## src/rtl/bip_acc_if.sv

```systemverilog
// Command and result bundle between an accumulator-machine controller and
// the bip_acc_datapath block.
interface bip_acc_if #(
    parameter int DATA_W = 16,
    parameter int OPND_W = 11
);
    logic [1:0]        sel_a;
    logic              sel_b;
    logic              wr_acc;
    logic [2:0]        op;
    logic [OPND_W-1:0] operand;
    logic [DATA_W-1:0] in_memory_data;
    logic [DATA_W-1:0] out_memory_data;
    logic              flag_z;
    logic              flag_n;
    logic              flag_c;
    logic              flag_v;
    logic              busy;
    logic              done;

    modport master (
        output sel_a, sel_b, wr_acc, op, operand, in_memory_data,
        input  out_memory_data, flag_z, flag_n, flag_c, flag_v, busy, done
    );

    modport slave (
        input  sel_a, sel_b, wr_acc, op, operand, in_memory_data,
        output out_memory_data, flag_z, flag_n, flag_c, flag_v, busy, done
    );
endinterface

```

## src/rtl/bip_acc_datapath.sv

```systemverilog
// Accumulator datapath: ALU with Z/N/C/V flags and an iterative unsigned
// shift-add multiplier that stalls new commands while it runs.
module bip_acc_datapath #(
    parameter int DATA_W = 16,
    parameter int OPND_W = 11,
    parameter int MUL_EN = 1
) (
    input  logic     clk,
    input  logic     rst_n,
    bip_acc_if.slave bus
);
    localparam int         CNT_W  = $clog2(DATA_W + 1);
    localparam int         MSB    = DATA_W - 1;
    localparam logic [2:0] OP_ADD = 3'd0;
    localparam logic [2:0] OP_SUB = 3'd1;
    localparam logic [2:0] OP_AND = 3'd2;
    localparam logic [2:0] OP_OR  = 3'd3;
    localparam logic [2:0] OP_XOR = 3'd4;
    localparam logic [2:0] OP_SHL = 3'd5;
    localparam logic [2:0] OP_SRA = 3'd6;
    localparam logic [2:0] OP_MUL = 3'd7;

    if ((OPND_W < 2) || (OPND_W > DATA_W)) begin : g_bad_opnd_w
        $error("bip_acc_datapath: OPND_W must satisfy 2 <= OPND_W <= DATA_W");
    end

    typedef enum logic [1:0] {
        ST_IDLE = 2'd0,
        ST_MUL  = 2'd1,
        ST_DONE = 2'd2
    } state_t;

    state_t                state_r, state_nxt_s;
    logic [DATA_W-1:0]     acc_r, acc_nxt_s;
    logic                  z_r, n_r, c_r, v_r;
    logic                  z_nxt_s, n_nxt_s, c_nxt_s, v_nxt_s;
    logic                  busy_r, done_r;
    logic [DATA_W-1:0]     opnd_ext_s, b_s, ld_val_s, alu_res_s;
    logic [DATA_W:0]       sum_s, diff_s;
    logic                  alu_c_s, alu_v_s, accept_s, mul_start_s;
    logic [2*DATA_W-1:0]   mcand_r, prod_r, prod_step_s;
    logic [DATA_W-1:0]     mplier_r;
    logic [CNT_W-1:0]      cnt_r;

    assign opnd_ext_s  = DATA_W'($signed(bus.operand));
    assign b_s         = bus.sel_b ? opnd_ext_s : bus.in_memory_data;
    assign ld_val_s    = bus.sel_a[0] ? opnd_ext_s : bus.in_memory_data;
    assign sum_s       = {1'b0, acc_r} + {1'b0, b_s};
    // The extra top bit of the difference is the unsigned borrow.
    assign diff_s      = {1'b0, acc_r} - {1'b0, b_s};
    assign accept_s    = bus.wr_acc && !busy_r && (bus.sel_a != 2'd3);
    assign prod_step_s = prod_r + (mplier_r[0] ? mcand_r : {(2*DATA_W){1'b0}});

    // Single-cycle ALU result with carry and overflow
    always_comb begin
        alu_res_s = acc_r;
        alu_c_s   = 1'b0;
        alu_v_s   = 1'b0;
        case (bus.op)
            OP_ADD: begin
                alu_res_s = sum_s[MSB:0];
                alu_c_s   = sum_s[DATA_W];
                alu_v_s   = (acc_r[MSB] == b_s[MSB]) && (alu_res_s[MSB] != acc_r[MSB]);
            end
            OP_SUB: begin
                alu_res_s = diff_s[MSB:0];
                alu_c_s   = diff_s[DATA_W];
                alu_v_s   = (acc_r[MSB] != b_s[MSB]) && (alu_res_s[MSB] != acc_r[MSB]);
            end
            OP_AND: alu_res_s = acc_r & b_s;
            OP_OR:  alu_res_s = acc_r | b_s;
            OP_XOR: alu_res_s = acc_r ^ b_s;
            OP_SHL: begin
                alu_res_s = {acc_r[MSB-1:0], 1'b0};
                alu_c_s   = acc_r[MSB];
            end
            OP_SRA: begin
                alu_res_s = {acc_r[MSB], acc_r[MSB:1]};
                alu_c_s   = acc_r[0];
            end
            default: begin
                alu_res_s = acc_r;
                alu_c_s   = c_r;
                alu_v_s   = v_r;
            end
        endcase
    end

    // Next-state and accumulator/flag update decode
    always_comb begin
        state_nxt_s = state_r;
        acc_nxt_s   = acc_r;
        z_nxt_s     = z_r;
        n_nxt_s     = n_r;
        c_nxt_s     = c_r;
        v_nxt_s     = v_r;
        mul_start_s = 1'b0;
        case (state_r)
            ST_IDLE, ST_DONE: begin
                state_nxt_s = ST_IDLE;
                if (accept_s) begin
                    case (bus.sel_a)
                        2'd0, 2'd1: begin
                            acc_nxt_s = ld_val_s;
                            z_nxt_s   = (ld_val_s == {DATA_W{1'b0}});
                            n_nxt_s   = ld_val_s[MSB];
                        end
                        2'd2: begin
                            if (bus.op == OP_MUL) begin
                                if (MUL_EN != 0) begin
                                    mul_start_s = 1'b1;
                                    state_nxt_s = ST_MUL;
                                end else begin
                                    mul_start_s = 1'b0;
                                end
                            end else begin
                                acc_nxt_s = alu_res_s;
                                z_nxt_s   = (alu_res_s == {DATA_W{1'b0}});
                                n_nxt_s   = alu_res_s[MSB];
                                c_nxt_s   = alu_c_s;
                                v_nxt_s   = alu_v_s;
                            end
                        end
                        default: acc_nxt_s = acc_r;
                    endcase
                end else begin
                    mul_start_s = 1'b0;
                end
            end
            ST_MUL: begin
                if (cnt_r == CNT_W'(DATA_W - 1)) begin
                    acc_nxt_s   = prod_step_s[MSB:0];
                    z_nxt_s     = (prod_step_s[MSB:0] == {DATA_W{1'b0}});
                    n_nxt_s     = prod_step_s[MSB];
                    c_nxt_s     = |prod_step_s[2*DATA_W-1:DATA_W];
                    v_nxt_s     = 1'b0;
                    state_nxt_s = ST_DONE;
                end else begin
                    state_nxt_s = ST_MUL;
                end
            end
            default: state_nxt_s = ST_IDLE;
        endcase
    end

    // FSM state register
    always_ff @(posedge clk or negedge rst_n) begin
        if (!rst_n) begin
            state_r <= ST_IDLE;
        end else begin
            state_r <= state_nxt_s;
        end
    end

    // Accumulator, flags and registered status outputs
    always_ff @(posedge clk or negedge rst_n) begin
        if (!rst_n) begin
            acc_r  <= {DATA_W{1'b0}};
            z_r    <= 1'b0;
            n_r    <= 1'b0;
            c_r    <= 1'b0;
            v_r    <= 1'b0;
            busy_r <= 1'b0;
            done_r <= 1'b0;
        end else begin
            acc_r  <= acc_nxt_s;
            z_r    <= z_nxt_s;
            n_r    <= n_nxt_s;
            c_r    <= c_nxt_s;
            v_r    <= v_nxt_s;
            busy_r <= (state_nxt_s == ST_MUL);
            done_r <= (state_nxt_s == ST_DONE);
        end
    end

    // Shift-add multiplier: operands latched at start so later input changes are ignored
    always_ff @(posedge clk or negedge rst_n) begin
        if (!rst_n) begin
            mcand_r  <= {(2*DATA_W){1'b0}};
            mplier_r <= {DATA_W{1'b0}};
            prod_r   <= {(2*DATA_W){1'b0}};
            cnt_r    <= {CNT_W{1'b0}};
        end else if (mul_start_s) begin
            mcand_r  <= {{DATA_W{1'b0}}, acc_r};
            mplier_r <= b_s;
            prod_r   <= {(2*DATA_W){1'b0}};
            cnt_r    <= {CNT_W{1'b0}};
        end else if (state_r == ST_MUL) begin
            mcand_r  <= {mcand_r[2*DATA_W-2:0], 1'b0};
            mplier_r <= {1'b0, mplier_r[MSB:1]};
            prod_r   <= prod_step_s;
            cnt_r    <= cnt_r + CNT_W'(1);
        end else begin
            mcand_r  <= mcand_r;
            mplier_r <= mplier_r;
            prod_r   <= prod_r;
            cnt_r    <= cnt_r;
        end
    end

    assign bus.out_memory_data = acc_r;
    assign bus.flag_z          = z_r;
    assign bus.flag_n          = n_r;
    assign bus.flag_c          = c_r;
    assign bus.flag_v          = v_r;
    assign bus.busy            = busy_r;
    assign bus.done            = done_r;
endmodule

```

## src/flat_wrapper.sv

```systemverilog
// flat-port wrapper written by rule: the top's interface ports become plain ports
module bip_acc_datapath_flat 
#(
    parameter int DATA_W = 16,
    parameter int OPND_W = 11,
    parameter int MUL_EN = 1
)
  (clk, rst_n, bus_sel_a, bus_sel_b, bus_wr_acc, bus_op, bus_operand, bus_in_memory_data, bus_out_memory_data, bus_flag_z, bus_flag_n, bus_flag_c, bus_flag_v, bus_busy, bus_done);
  bip_acc_if #(.DATA_W(DATA_W), .OPND_W(OPND_W)) bus_i ();
  input  logic clk;
  input  logic rst_n;
  input wire logic [$bits(bus_i.sel_a)-1:0] bus_sel_a;
  input wire logic [$bits(bus_i.sel_b)-1:0] bus_sel_b;
  input wire logic [$bits(bus_i.wr_acc)-1:0] bus_wr_acc;
  input wire logic [$bits(bus_i.op)-1:0] bus_op;
  input wire logic [$bits(bus_i.operand)-1:0] bus_operand;
  input wire logic [$bits(bus_i.in_memory_data)-1:0] bus_in_memory_data;
  output wire logic [$bits(bus_i.out_memory_data)-1:0] bus_out_memory_data;
  output wire logic [$bits(bus_i.flag_z)-1:0] bus_flag_z;
  output wire logic [$bits(bus_i.flag_n)-1:0] bus_flag_n;
  output wire logic [$bits(bus_i.flag_c)-1:0] bus_flag_c;
  output wire logic [$bits(bus_i.flag_v)-1:0] bus_flag_v;
  output wire logic [$bits(bus_i.busy)-1:0] bus_busy;
  output wire logic [$bits(bus_i.done)-1:0] bus_done;
  assign bus_i.sel_a = bus_sel_a;
  assign bus_i.sel_b = bus_sel_b;
  assign bus_i.wr_acc = bus_wr_acc;
  assign bus_i.op = bus_op;
  assign bus_i.operand = bus_operand;
  assign bus_i.in_memory_data = bus_in_memory_data;
  assign bus_out_memory_data = bus_i.out_memory_data;
  assign bus_flag_z = bus_i.flag_z;
  assign bus_flag_n = bus_i.flag_n;
  assign bus_flag_c = bus_i.flag_c;
  assign bus_flag_v = bus_i.flag_v;
  assign bus_busy = bus_i.busy;
  assign bus_done = bus_i.done;
  bip_acc_datapath #(.DATA_W(DATA_W), .OPND_W(OPND_W), .MUL_EN(MUL_EN)) u_core (.clk(clk), .rst_n(rst_n), .bus(bus_i));
endmodule
```

## config.mk

```make
export PLATFORM = sky130hd
export DESIGN_NAME = bip_acc_datapath_flat
export DESIGN_NICKNAME = d
export VERILOG_FILES = /design/src/rtl/bip_acc_if.sv /design/src/rtl/bip_acc_datapath.sv /design/src/flat_wrapper.sv
export SDC_FILE = /design/constraint.sdc
export NUM_CORES = 1
export LEC_CHECK = 0
export ABC_AREA = 1
export CAP_MARGIN = 0
export CORE_ASPECT_RATIO = 0.75
export CORE_MARGIN = 1
export CORE_UTILIZATION = 32
export DETAILED_ROUTE_END_ITERATION = 12
export PLACE_DENSITY = 0.48
export SYNTH_ARGS = -nofsm -noshare
export SYNTH_HDL_FRONTEND = slang
export SYNTH_SLANG_ARGS = --single-unit
```

## constraint.sdc

```tcl
create_clock -name clk -period 5.75 [get_ports clk]
set_clock_uncertainty 0.05 [all_clocks]
set_input_delay 1.4375 -clock clk [delete_from_list [all_inputs] [get_ports clk]]
set_output_delay 1.4375 -clock clk [all_outputs]
set_load 0.03 [all_outputs]
```

==> results.json <==
{
  "synth_cell_types": 49,
  "end_kind": "register",
  "yosysSeqAreaShare_pct": 25.60,
  "cts_setup_buffers": 0,
  "yosys.area.top_type_share_pct": 25.60,
  "synthCells": 1633,
  "synthSimpleGateAreaFrac_pct": 33.76,
  "area_delta_synth_final_pct": 13.64,
  "cpMaxStageDelayCell": "clkdlybuf4s50_1",
  "clock.fmax_ghz": 0.1991,
  "grt_usage_pct": 23.94,
  "post-place-cells": 2110,
  "synthesis.area_um2": 10560,
  "ant_nets": 0,
  "power.density_nw_per_um2": 445.6,
  "tns_ns": 0,
  "core_area_um2": 32450,
  "io_buffers": 57,
  "vdd_drop_max_v": 0.0002067,
  "synth_area_per_cell_um2": 6.465,
  "worstPathRequired_ns": 6.00,
  "fp.dieW_um": 211.7,
  "synthMuxAreaShare_pct": 0.6637,
  "synth_top_family_by_area": "simple AND/OR/NAND/NOR gates",
  "grt_pass1_vias": 10239,
  "cp.arrival_ns": 5.27,
  "num_rows": 57,
  "grt.overflow.total": 0,
  "synth_nets": 1766,
  "clock_latency_ns": 0.37,
  "cts_root_buf": "clkbuf_16",
  "yosysWarningCount": 0,
  "min_path_cells": 2,
  "synth_common_cells": "nand2_1, inv_1, nor2_1, nand3_1, dfrtp_1",
  "whs_endpoint": "u_core.bus.flag_c",
  "die_height_um": 159.3,
  "grt_max_degree": 53,
  "cts_buffers": 9,
  "cts_tree": "done",
  "synth_ff_type": "dfrtp_1",
  "max_slew.worst_pin.slew_ns": 0.8892,
  "fin_cells": 2126,
  "finalWorstSetupSlack_ns": 0.7272,
  "finalHoldViolCount": 0,
  "nets": 1812,
  "cts_resized": 0,
  "maxCapViolations": 0,
  "yosysMostFrequentCell": "nand2_1",
  "synth_xor_area_share_pct": 1.908,
  "synth_compound_area_share_pct": 14.77,
  "drive_above_1_share_pct": 4.691,
  "vias": 10932,
  "dieArea_um2": 33730,
  "h-tree-depth": 3,
  "dp_slack_ns": 0.4609,
  "wl_per_cell_um": 18.68,
  "synthTopCellsByArea": "dfrtp_1, nand2_1, ha_1, inv_1, nand3_1",
  "yosys.area.top_type": "dfrtp_1",
  "drt_iter0_drc": 1152,
  "hp-class": "reg2reg",
  "r2r_cells": 17,
  "outcome": "finished clean",
  "rrSetupSlack_ns": 1.74,
  "r2r-start": "u_core.mplier_r[0]",
  "startpoint_type": "primary input",
  "async_reset_ff_share_pct": 100.0,
  "rsz0062_at_grt": "false",
  "critPathKind": "in2reg",
  "slew_headroom_pct": 40.18,
  "firstDrtPassIters": 5,
  "cp_common_cell": "nand2_1",
  "drc": 0,
  "ioPinCount": 58,
  "dpl.hpwl_mm": 31.49,
  "start_util_pct": 32.54,
  "critPathMaxStageDelay_ns": 0.62,
  "gp_congestion": 0.9739,
  "period_minus_slack_ns": 5.023,
  "cts_sinks": 108,
  "worstPathCellList": "clkdlybuf4s50_1 -> inv_1 -> buf_4 -> or2_2 -> o21ai_0 -> inv_1 -> ha_1 -> inv_1 -> fa_1 -> nand3_1 -> nand2_1 -> nand2_1 -> nand3_1 -> nand3_1 -> nand2_1 -> nand3_1 -> nor2_1 -> nand2_1 -> nor2_1 -> nand2_1 -> nand2_1 -> nand2_1 -> a21oi_1",
  "via_per_inst": 5.142,
  "hp-start": "u_core.bus.flag_c",
  "finalCritPeriodShare_pct": 87.35,
  "slew_violations": 0,
  "synth-edff-count": 0,
  "antenna_found_initial": 0,
  "grt_pass1_wl_mm": 61.59,
  "cp_max_fo": 13,
  "clockBufferDepth": 2,
  "setup_viol": 0,
  "routed_wl_mm": 39.71,
  "power_leakage_nw": 6.319,
  "r2r_end": "u_core.bus.flag_c",
  "path_clk_slew_ns": 0.08,
  "antenna_cells": 0,
  "nFillCells": 3577,
  "ys_seq_elements": 108,
  "hold_buffers": 0,
  "fin_util_pct": 36.97,
  "synthAdderAreaFrac_pct": 11.71
}
[where the power goes]
part | switching, mW | internal [mW] | total, mW | leakage, nW
Combinational | 2.19 | 1.07 | 3.27 | 4.73
Sequential | 0.289 | 1.05 | 1.34 | 1.42
Clock | 0.313 | 0.429 | 0.742 | 0.166
[critical path, delay by kind of cell]
| family | cells | cell delay [ns] |
|---|---|---|
| buffers and inverters | 5 | 1.22 |
| AOI/OAI and AO/OA | 2 | 0.34 |
| adders and majority gates | 2 | 0.60 |
| and+or+nand+nor | 14 | 1.67 |
[placed cells by master, fill, tap and decap left out, types with 20 or more instances in the layout]
cell             Yosys  routed
o22ai_1             32      32
o221ai_1            20      20
o21ai_0             58      58
ha_1                94      94
dfrtp_1            108     108
clkdlybuf4s50_1      0      56
nor2_1             124     122
buf_4                6      28
nand2_1            495     495
nand4_1             28      28
a21oi_1             74      74
nand3_1            116     116
nor3_1              25      25
inv_1              248     248
[final cells by class]
| cell class | count | area (um^2) | share of cell area [%] |
|---|---|---|---|
| well taps | 442 | 553.0 | 4.609 |
| multi-input cells | 1218 | 6641 | 55.35 |
| clock buffers | 9 | 225.2 | 1.877 |
| flip-flops and latches | 108 | 2703 | 22.53 |
| inverters | 257 | 964.7 | 8.040 |
| clock inverters | 7 | 120.1 | 1.001 |
| repair buffers | 85 | 790.8 | 6.591 |
[worst max-delay path by stage]
stage	from	end	slack, ns	cells after the start
5_1_grt	bus_sel_b	u_core.bus.flag_z	0.45	23
4_1_cts	bus_sel_b	u_core.bus.flag_z	0.86	23
3_3_place_gp	bus_sel_b	u_core.bus.flag_z	0.43	23
3_5_place_dp	bus_sel_b	u_core.bus.flag_z	0.46	23
2_1_floorplan	bus_sel_b	u_core.bus.flag_z	1.87	22
6_report	bus_sel_b	u_core.bus.flag_z	0.73	23
[per-stage QoR]
step	hold WS, ns	instance area (um^2)	power, mW
finish	0.4296	12000	5.347
global route	0.4511	12000	5.823
CTS	0.4353	12000	5.347
detailed placement	0.4155	11650	4.577
global placement	0.4129	11650	4.581
floorplan	0.3959	10560	3.501
[metal layers]
metal	GRT usage, %	up-vias	wire (um)	part of all wire [%]
li1	-	5406	-	-
met1	40.30	5153	21440	54
met2	31.19	356	15000	38
met3	4.142	17	3029	7.6
met4	2.635	0	233	0.59
met5	0	-	0	0
[sequential cells by signal, indices dropped and copies added, names as in the netlist]
| register | cells |
|---|---|
| u_core.mcand_r | 32 |
| u_core.bus.busy | 1 |
| u_core.bus.flag_v | 1 |
| u_core.state_r | 2 |
| u_core.mplier_r | 16 |
| u_core.bus.done | 1 |
| u_core.prod_r | 32 |
| u_core.cnt_r | 5 |
| u_core.bus.out_memory_data | 16 |
| u_core.bus.flag_z | 1 |
| u_core.bus.flag_c | 1 |
[cells by family after synthesis]
group	after synthesis
mux	7
buf+inv	307
xor+xnor	23
simple gates	837
flops	108
compound gates	254
fa+ha+maj	97
(Power assumes the default switching activity.)
